`src/rtl/pipe_hazard_pkg.sv`:
```
// Shared types for the pipeline hazard scheduler: tracker entry, forwarding-select
// encoding and the per-stage match helper.
package pipe_hazard_pkg;

   localparam int REG_ADDR_W = 5;
   localparam logic [REG_ADDR_W-1:0] ZERO_REG = '0;

   typedef struct packed {
      logic                  v;
      logic [REG_ADDR_W-1:0] rd;
      logic                  ld;
   } hz_entry_t;

   typedef enum logic [1:0] {
      FWD_RF  = 2'd0,
      FWD_ALU = 2'd1,
      FWD_DM  = 2'd2,
      FWD_WB  = 2'd3
   } fwd_sel_e;

   // Register 0 is hardwired, so it can never be the subject of a RAW hazard.
   function automatic logic stage_match(input logic [REG_ADDR_W-1:0] rs,
                                        input logic                  use_rs,
                                        input hz_entry_t             entry);
      return use_rs & (rs != ZERO_REG) & entry.v & (entry.rd == rs);
   endfunction

endpackage

```
`src/rtl/pipe_hazard_if.sv`:
```
// RF-stage instruction descriptor and hazard-control return path between the
// pipeline (master) and the hazard scheduler (slave).
interface pipe_hazard_if #(
   parameter int REG_ADDR_W  = 5,
   parameter int STALL_CNT_W = 16
);
   logic                   id_valid;
   logic [REG_ADDR_W-1:0]  id_rs1;
   logic [REG_ADDR_W-1:0]  id_rs2;
   logic                   id_uses_rs1;
   logic                   id_uses_rs2;
   logic [REG_ADDR_W-1:0]  id_rd;
   logic                   id_writes_rd;
   logic                   id_is_load;
   logic                   flush;
   logic                   stall;
   logic [1:0]             fwd_a_sel;
   logic [1:0]             fwd_b_sel;
   logic [STALL_CNT_W-1:0] stall_cnt;

   modport master (
      output id_valid, id_rs1, id_rs2, id_uses_rs1, id_uses_rs2,
             id_rd, id_writes_rd, id_is_load, flush,
      input  stall, fwd_a_sel, fwd_b_sel, stall_cnt
   );

   modport slave (
      input  id_valid, id_rs1, id_rs2, id_uses_rs1, id_uses_rs2,
             id_rd, id_writes_rd, id_is_load, flush,
      output stall, fwd_a_sel, fwd_b_sel, stall_cnt
   );
endinterface

```
`src/rtl/pipe_hazard_cmp.sv`:
```
// Per-operand hazard comparator: matches one source against the EX/MEM/WB tracker.
// FORWARDING_EN selects bypassing (load-use stall only) instead of stall-on-any-match.
module pipe_hazard_cmp
   import pipe_hazard_pkg::*;
(
   input  logic [REG_ADDR_W-1:0] rs,
   input  logic                  use_rs,
   input  hz_entry_t             ex,
   input  hz_entry_t             mem,
   input  hz_entry_t             wb,
   output fwd_sel_e              fwd_sel,
   output logic                  stall_req
);

   logic match_ex, match_mem, match_wb;
   logic unused_ld;

   assign match_ex  = stage_match(rs, use_rs, ex);
   assign match_mem = stage_match(rs, use_rs, mem);
   assign match_wb  = stage_match(rs, use_rs, wb);
   assign unused_ld = &{1'b0, mem.ld, wb.ld};

`ifdef FORWARDING_EN
   // A load in EX has no result to bypass yet: it claims priority but leaves RF selected.
   always_comb begin
      // NOTE: every output gets a default first so no path leaves it unassigned (no latch).
      fwd_sel   = FWD_RF;
      stall_req = match_ex & ex.ld;
      if (match_ex) begin
         fwd_sel = ex.ld ? FWD_RF : FWD_ALU;
      end else if (match_mem) begin
         fwd_sel = FWD_DM;
      end else if (match_wb) begin
         fwd_sel = FWD_WB;
      end
   end
`else
   logic unused_ex_ld;
   assign unused_ex_ld = ex.ld;

   always_comb begin
      fwd_sel   = FWD_RF;
      stall_req = match_ex | match_mem | match_wb;
   end
`endif

endmodule

```
`src/rtl/pipe_hazard_ctrl.sv`:
```
// Hazard scheduler for the IF/RF/ALU/DM/WB pipeline: owns the EX/MEM/WB destination
// tracker and the saturating stall counter. Behaviour switches on FORWARDING_EN.
module pipe_hazard_ctrl #(
   parameter int REG_ADDR_W  = pipe_hazard_pkg::REG_ADDR_W,
   parameter int STALL_CNT_W = 16
) (
   input logic          clk,
   input logic          reset,
   pipe_hazard_if.slave bus
);
   import pipe_hazard_pkg::*;

   hz_entry_t ex_q, ex_d;
   hz_entry_t mem_q, mem_d;
   hz_entry_t wb_q, wb_d;
   logic [STALL_CNT_W-1:0] stall_cnt_q, stall_cnt_d;

   fwd_sel_e sel_a, sel_b;
   logic     req_a, req_b;
   logic     active;
   logic     stall;

   pipe_hazard_cmp u_cmp_a (
      .rs        (bus.id_rs1),
      .use_rs    (bus.id_uses_rs1),
      .ex        (ex_q),
      .mem       (mem_q),
      .wb        (wb_q),
      .fwd_sel   (sel_a),
      .stall_req (req_a)
   );

   pipe_hazard_cmp u_cmp_b (
      .rs        (bus.id_rs2),
      .use_rs    (bus.id_uses_rs2),
      .ex        (ex_q),
      .mem       (mem_q),
      .wb        (wb_q),
      .fwd_sel   (sel_b),
      .stall_req (req_b)
   );

   // Flush outranks stall: a redirected instruction must never hold the front end.
   assign active = ~reset & bus.id_valid & ~bus.flush;
   assign stall  = active & (req_a | req_b);

   assign bus.stall     = stall;
   assign bus.fwd_a_sel = active ? sel_a : FWD_RF;
   assign bus.fwd_b_sel = active ? sel_b : FWD_RF;
   assign bus.stall_cnt = stall_cnt_q;

   always_comb begin
      ex_d        = '0;
      mem_d       = ex_q;
      wb_d        = mem_q;
      stall_cnt_d = stall_cnt_q;

      mem_d.v = ex_q.v & ~bus.flush;

      if (!(stall | bus.flush)) begin
         ex_d.v  = bus.id_valid & bus.id_writes_rd & (bus.id_rd != ZERO_REG);
         ex_d.rd = bus.id_rd;
         ex_d.ld = bus.id_is_load;
      end

      if (stall && (stall_cnt_q != '1)) begin
         stall_cnt_d = stall_cnt_q + STALL_CNT_W'(1);
      end

      // NOTE: synchronous reset is folded into the next-state logic, so the flops stay plain.
      if (reset) begin
         ex_d        = '0;
         mem_d       = '0;
         wb_d        = '0;
         stall_cnt_d = '0;
      end
   end

   // NOTE: state registers use non-blocking assignment so all flops update from pre-edge values.
   always_ff @(posedge clk) begin
      ex_q        <= ex_d;
      mem_q       <= mem_d;
      wb_q        <= wb_d;
      stall_cnt_q <= stall_cnt_d;
   end

endmodule

```
`src/flat_wrapper.sv`:
```
// flat-port wrapper written by rule: the top's interface ports become plain ports
module pipe_hazard_ctrl_flat import pipe_hazard_pkg::*;
#(
   parameter int REG_ADDR_W  = pipe_hazard_pkg::REG_ADDR_W,
   parameter int STALL_CNT_W = 16
)
  (clk, reset, bus_id_valid, bus_id_rs1, bus_id_rs2, bus_id_uses_rs1, bus_id_uses_rs2, bus_id_rd, bus_id_writes_rd, bus_id_is_load, bus_flush, bus_stall, bus_fwd_a_sel, bus_fwd_b_sel, bus_stall_cnt);
  pipe_hazard_if #(.REG_ADDR_W(REG_ADDR_W), .STALL_CNT_W(STALL_CNT_W)) bus_i ();
  input logic clk;
  input logic reset;
  input wire logic [$bits(bus_i.id_valid)-1:0] bus_id_valid;
  input wire logic [$bits(bus_i.id_rs1)-1:0] bus_id_rs1;
  input wire logic [$bits(bus_i.id_rs2)-1:0] bus_id_rs2;
  input wire logic [$bits(bus_i.id_uses_rs1)-1:0] bus_id_uses_rs1;
  input wire logic [$bits(bus_i.id_uses_rs2)-1:0] bus_id_uses_rs2;
  input wire logic [$bits(bus_i.id_rd)-1:0] bus_id_rd;
  input wire logic [$bits(bus_i.id_writes_rd)-1:0] bus_id_writes_rd;
  input wire logic [$bits(bus_i.id_is_load)-1:0] bus_id_is_load;
  input wire logic [$bits(bus_i.flush)-1:0] bus_flush;
  output wire logic [$bits(bus_i.stall)-1:0] bus_stall;
  output wire logic [$bits(bus_i.fwd_a_sel)-1:0] bus_fwd_a_sel;
  output wire logic [$bits(bus_i.fwd_b_sel)-1:0] bus_fwd_b_sel;
  output wire logic [$bits(bus_i.stall_cnt)-1:0] bus_stall_cnt;
  assign bus_i.id_valid = bus_id_valid;
  assign bus_i.id_rs1 = bus_id_rs1;
  assign bus_i.id_rs2 = bus_id_rs2;
  assign bus_i.id_uses_rs1 = bus_id_uses_rs1;
  assign bus_i.id_uses_rs2 = bus_id_uses_rs2;
  assign bus_i.id_rd = bus_id_rd;
  assign bus_i.id_writes_rd = bus_id_writes_rd;
  assign bus_i.id_is_load = bus_id_is_load;
  assign bus_i.flush = bus_flush;
  assign bus_stall = bus_i.stall;
  assign bus_fwd_a_sel = bus_i.fwd_a_sel;
  assign bus_fwd_b_sel = bus_i.fwd_b_sel;
  assign bus_stall_cnt = bus_i.stall_cnt;
  pipe_hazard_ctrl #(.REG_ADDR_W(REG_ADDR_W), .STALL_CNT_W(STALL_CNT_W)) u_core (.clk(clk), .reset(reset), .bus(bus_i));
endmodule
```
`config.mk`:
```
export PLATFORM = sky130hd
export DESIGN_NAME = pipe_hazard_ctrl_flat
export DESIGN_NICKNAME = d
export VERILOG_FILES = /design/src/rtl/pipe_hazard_pkg.sv /design/src/rtl/pipe_hazard_if.sv /design/src/rtl/pipe_hazard_cmp.sv /design/src/rtl/pipe_hazard_ctrl.sv /design/src/flat_wrapper.sv
export SDC_FILE = /design/constraint.sdc
export NUM_CORES = 1
export LEC_CHECK = 0
export CAP_MARGIN = 25
export CORE_MARGIN = 2
export CORE_UTILIZATION = 49
export CTS_CLUSTER_SIZE = 16
export DETAILED_ROUTE_END_ITERATION = 8
export PLACE_DENSITY_LB_ADDON = 0.15
export SLEW_MARGIN = 0
export SYNTH_ARGS = -nofsm -noshare
export SYNTH_HDL_FRONTEND = slang
export SYNTH_SLANG_ARGS = --single-unit
export TNS_END_PERCENT = 50
```
`constraint.sdc`:
```
create_clock -name clk -period 2.4 [get_ports clk]
set_input_delay 0.48 -clock clk [delete_from_list [all_inputs] [get_ports clk]]
set_output_delay 0.48 -clock clk [all_outputs]
set_load 0.02 [all_outputs]
```
# --- Word level (Yosys, flattened, before mapping) ---
# Index checks and enable logic that the tools add are counted.
totals:
  register_bits: 34
  output_inout_bits: 21
  word_cells: 48
op_classes:
  n_addsub: 1
  n_eq_ne: 7
  n_bitwise: 28
  reduce_logical: 5
ops:
  columns: ["operator", "n"]
  rows:
  - ["== test 5 bit", 6]
  - ["bitwise AND 1 bit", 20]
  - ["adder 16 x 1 -> 16 bit, second input constant", 1]
  - ["inequality test 16 bit, second input constant", 1]
  - ["nonzero test 5 bit", 3]
  - ["OR 1 bit", 6]
  - ["NOT 1 bit", 2]
  - ["OR reduction 2 bit", 1]
  - ["logical AND 1 bit", 1]

# --- Depth between registers and ports, before layout ---
# Gate-level depths: netlist (run 1).
logic_depth:
  ltp_word: 10
  ltp_mapped: 8
  depth_no_buf: 8

# --- Modules after synthesis ---
# Synthesis (run 1) repeated with hierarchy kept, for this count alone.
hier_totals:
  hier_cells: 203
  hier_area_um2: 1905.6
modules_own_cells:
  columns: ["mod", "n_inst", "cells_per_inst", "area_per_inst_um2"]
  rows:
  - ["pipe_hazard_ctrl", 1, 149, 1475.2]
  - ["pipe_hazard_cmp", 2, 27, 215.2]

# --- Least setup slack after synthesis (run 1) ---
# No wires, ideal clock.
synth_timing:
  kind: "register -> register"
  startpoint: "register u_core.stall_cnt_q[0] (netlist: u_core.bus.stall_cnt[0])"
  endpoint: "register u_core.stall_cnt_q[10] (netlist: u_core.bus.stall_cnt[10])"
  setup_time_ps: 123
  t_arrival_ps: 2159
  required_ps: 2277
  slack_ps: 118
  path_stages_with_launch: 9
  n_path_buf: 0
  synth_period_minus_slack_ps: 2282
  path_cell_list: "dfxtp_1 > ha_1 > nand3_1 > nor3_2 > a311oi_1 > o31ai_1 > nand2_2 > nand4_1 > mux2_1"
synth_via:
  elab_chain_cells: 2
synth_lines:
  columns: ["item", "line", "rtl"]
  rows:
  - ["start, declared", "pipe_hazard_ctrl.sv:16", "logic [STALL_CNT_W-1:0] stall_cnt_q, stall_cnt_d;"]
  - ["start signal, assigned", "pipe_hazard_ctrl.sv:84", "stall_cnt_q <= stall_cnt_d;"]
  - ["parallel branches: the longest is 2 deep, another holds adder 16 x 1 -> 16 bit", null, null]
# Several ways; the timed one is not identified.
# A chain may end at the register's enable or synchronous reset.

# --- Final worst setup path (run 1) ---
layout_timing:
  startpoint: "input bus_id_rs2[0]"
  endpoint: "output bus_stall"
layout_via:
  elab_chain_cells: 8
layout_lines:
  columns: ["item", "line", "rtl"]
  rows:
  - ["start, declared", "flat_wrapper.sv:13", "input wire logic [$bits(bus_i.id_rs2)-1:0] bus_id_rs2;"]
  - ["nonzero test 5 bit", "pipe_hazard_pkg.sv:25", "return use_rs & (rs != ZERO_REG) & entry.v & (entry.rd == rs);"]
  - ["bitwise AND 1 bit (3 in series)", "pipe_hazard_pkg.sv:25", null]
  - ["OR 1 bit", "pipe_hazard_cmp.sv:43", "stall_req = match_ex | match_mem | match_wb;"]
  - ["OR 1 bit (*)", "pipe_hazard_cmp.sv:43", null]
  - ["OR 1 bit (*)", "pipe_hazard_ctrl.sv:45", "assign stall = active & (req_a | req_b);"]
  - ["bitwise AND 1 bit (*)", "pipe_hazard_ctrl.sv:45", null]
  - ["end, declared", "flat_wrapper.sv:20", "output wire logic [$bits(bus_i.stall)-1:0] bus_stall;"]
# Every way passes the cells marked *; elsewhere a longest branch is shown, timed or not.

==> flow_summary.json, run 1 <==
{
  "hold_path_class": "register to register",
  "detailedRoute.firstIterationViolations": 61,
  "cts_tree": "done",
  "synth_register_bits": 34,
  "ys_top_cells_by_count": "dfxtp_1 (34), xor2_1 (24), nor2_1 (16), nor2b_1 (13), xnor2_1 (11)",
  "synth.largest_area_cell": "dfxtp_1",
  "route.antenna.remaining_nets": 0,
  "finalHoldViolCount": 0,
  "number_of_global_route_vias_before_repair": 1656,
  "clock_power_share": 0.320,
  "antenna_found_initial": 0,
  "ys_top_cells_by_area": "dfxtp_1 (38%), xor2_1 (12%), xnor2_1 (5.4%), nor2b_1 (4.5%), nor2_1 (3.3%)",
  "die-area_mm2": 0.00417,
  "yosys.cell_types.count": 44,
  "largest_net_degree_at_the_start_of_global_routing": 35,
  "setup_total_neg_slack_ns": 0,
  "rows": 21,
  "core_region_area_mm2": 0.00342,
  "cap_viol_max_count": 0,
  "timing.critical_path.buf_inv": 2,
  "comb_power_share": 0.123,
  "netlist_area_mm2": 0.00180,
  "flow.area_growth_from_synthesis_pct": 39.5,
  "skew_ns": 0.00523,
  "vias_per_cell": 5.30,
  "cts_root_buffer": "clkbuf_4",
  "clkTransAtPathRegs_ns": 0.10,
  "most_common_flop_cell_mapped_by_yosys": "dfxtp_1",
  "cp_data_arrival_time_ns": 1.87,
  "io_buffer_count": 38,
  "timing.fmax_ghz": 0.425,
  "total_via_count_in_the_routed_design": 1631,
  "finish.net_count": 285,
  "path_delay_family": "simple AND/OR/NAND/NOR gates",
  "status": "completed",
  "wire_length_of_the_first_global_routing_pass_um": 7710,
  "switching_share": 0.249,
  "dp.final_hpwl_um": 3500,
  "yosysMostFrequentCell": "dfxtp_1",
  "synth_enable_flop_cells": 0,
  "total_clock_sinks": 34,
  "path_max_fanout": 4,
  "die_height_um": 64.6,
  "total_leakage_power_nw": 1.04,
  "internal_power_mw": 0.780,
  "synth-async-reset-ratio": 0,
  "worst_hold_slack_ns": 0.492,
  "post_route_cells_drive_above_1_share": 0.248,
  "drt_pre_antenna_iters": 4,
  "track_usage": 0.243,
  "power.total_mw": 1.04,
  "antenna_cells": 0,
  "crit_path_cell_trace": "clkdlybuf4s15_2 > or4_4 > o21ai_4 > nor2_2 > o31ai_4 > nand2_1 > buf_4",
  "critPathSlowestCell": "or4_4",
  "power.sequential.fraction": 0.558,
  "insertion_delay_ns": 0.35,
  "drv_slew": 0,
  "max_stage_delay_on_crit_path_ns": 0.56,
  "finalCritPeriodShare": 0.980,
  "synthDominantCellAreaShare": 0.379,
  "gp_congestion": 0.801,
  "drc_errors": 0,
  "cp-start-kind": "primary input",
  "clock_tree.htree_level_count": 2,
  "critical_path_required_ns": 1.92,
  "initial_core_util": 0.526,
  "cts_buffer_depth": 2,
  "rsz0062_at_grt": "no",
  "timing.setup.critical_path_class": "primary input to output pin",
  "synthesis.instances": 193,
  "cts_buffers": 5,
  "cts_hold_repair.buffers": 0,
  "avgSynthCellArea_um2": 9.31,
  "yosys_warning_total": 0,
  "vdd.ir_drop.worst_mv": 0.302,
  "route.detailed.wl_per_inst_um": 14.9,
  "net_switching_power_mw": 0.259,
  "global_route_congestion_overflow_total": 0,
  "setup_viol_count_final": 0,
  "drt-total-wl_um": 4580,
  "seq_area_frac_synth": 0.379,
  "minimum_clock_period_after_layout_ns": 2.35,
  "io_pins": 44,
  "die_x_um": 64.6,
  "pwr_density_cell_mw_per_mm2": 415,
  "critical_path.endpoint_type": "output pin"
}
[layer usage]
layer / share of wire / up-vias / track usage
li1: - / 812 / -
met1: 0.44 / 769 / 0.286
met5: 0 / - / 0
met4: 0.018 / 0 / 0.0851
met3: 0.043 / 8 / 0.0660
met2: 0.50 / 42 / 0.423
[kinds of logic after synthesis]
| family | share of synthesized area |
|---|---|
| AND/OR/NAND/NOR | 0.271 |
| XOR/XNOR | 0.171 |
| flip-flops | 0.379 |
| AO/OA/AOI/OAI | 0.111 |
| buffers and inverters | 0.0292 |
| multiplexers | 0.0299 |
| adder cells (fa/ha/maj) | 0.00696 |
| other | 0.00209 |
[through the flow]
stage                util  setup WS [ns]  std cells  area [um^2]
floorplan               -          0.118        196         1810
detailed placement  0.694         -0.806        296         2370
global route        0.734        0.00393        308         2510
finish              0.734         0.0470        308         2510
global placement    0.694         -0.739        296         2370
CTS                 0.736        0.00217        308         2510
[power by group through the flow]
stage / Combinational [mW] / Sequential [mW] / Clock [mW]
floorplan: 0.0598 / 0.590 / 0
global placement: 0.118 / 0.592 / 0
detailed placement: 0.122 / 0.593 / 0
CTS: 0.128 / 0.580 / 0.340
global route: 0.140 / 0.581 / 0.370
finish: 0.128 / 0.580 / 0.332
[cell usage in the layout, fill, tap and decap left out, types with 2 or more instances in the layout]
cell type        count
a21oi_1              8
a311oi_1             2
a31o_2               3
and2_1               7
and3_1               6
and3_2               2
buf_4               28
clkbuf_2             3
clkbuf_4             5
clkdlybuf4s15_2      5
clkdlybuf4s50_1     27
conb_1               4
dfxtp_1             34
mux2_1               3
mux2i_1              2
nand2_1              5
nand2b_1             4
nand3_1              4
nand4_1              5
nor2_1              14
nor2_2               2
nor2b_1             13
nor3_1               2
nor3_2               2
nor4_1               4
nor4_2               2
o31ai_1              2
o31ai_4              2
or4_1                2
xnor2_1             11
xor2_1              24
[timing repair]
| action | 4_1_cts | 5_1_grt |
|---|---|---|
| setup buffers | 4 | 0 |
| resized for setup | 37 | 7 |
| setup endpoints to repair | 11 | 1 |
| pin swaps | 8 | 3 |
[path summary, 6_finish.rpt]
path | start | endpoint | slack (ns) | cells past startpoint
setup reg to reg | u_core.ex_q[3] | u_core.bus.stall_cnt[11] | 0.24 | 8
hold / removal | u_core.ex_q[6] | u_core.mem_q[6] | 0.49 | 1
setup / recovery | bus_id_rs2[0] | bus_stall | 0.05 | 7
hold reg to reg | u_core.ex_q[6] | u_core.mem_q[6] | 0.49 | 1
[area by class of cell]
cell class              count  area (um^2)
inverters                   1         3.75
flip-flops and latches     34          681
multi-input cells         154         1130
clock inverters             1         5.00
fillers                   268          910
clock buffers               7         55.1
repair buffers             65          571
well taps                  46         57.6
[registers in the layout, indices dropped and copies added (netlist names)]
signal                flops
u_core.bus.stall_cnt     16
u_core.ex_q               6
u_core.mem_q              6
u_core.wb_q               6
No activity file was read; power rests on OpenSTA's default activity.
==> run 2, diff against run 1 <==
--- a/config.mk
+++ b/config.mk
@@ -11,6 +11,7 @@
 export CTS_CLUSTER_SIZE = 16
 export DETAILED_ROUTE_END_ITERATION = 8
 export PLACE_DENSITY_LB_ADDON = 0.15
+export SKIP_LAST_GASP = 1
 export SLEW_MARGIN = 0
 export SYNTH_ARGS = -nofsm -noshare
 export SYNTH_HDL_FRONTEND = slang
==> results of run 2 <==
Final layout, timing and power as in run 1 (identical DEF).
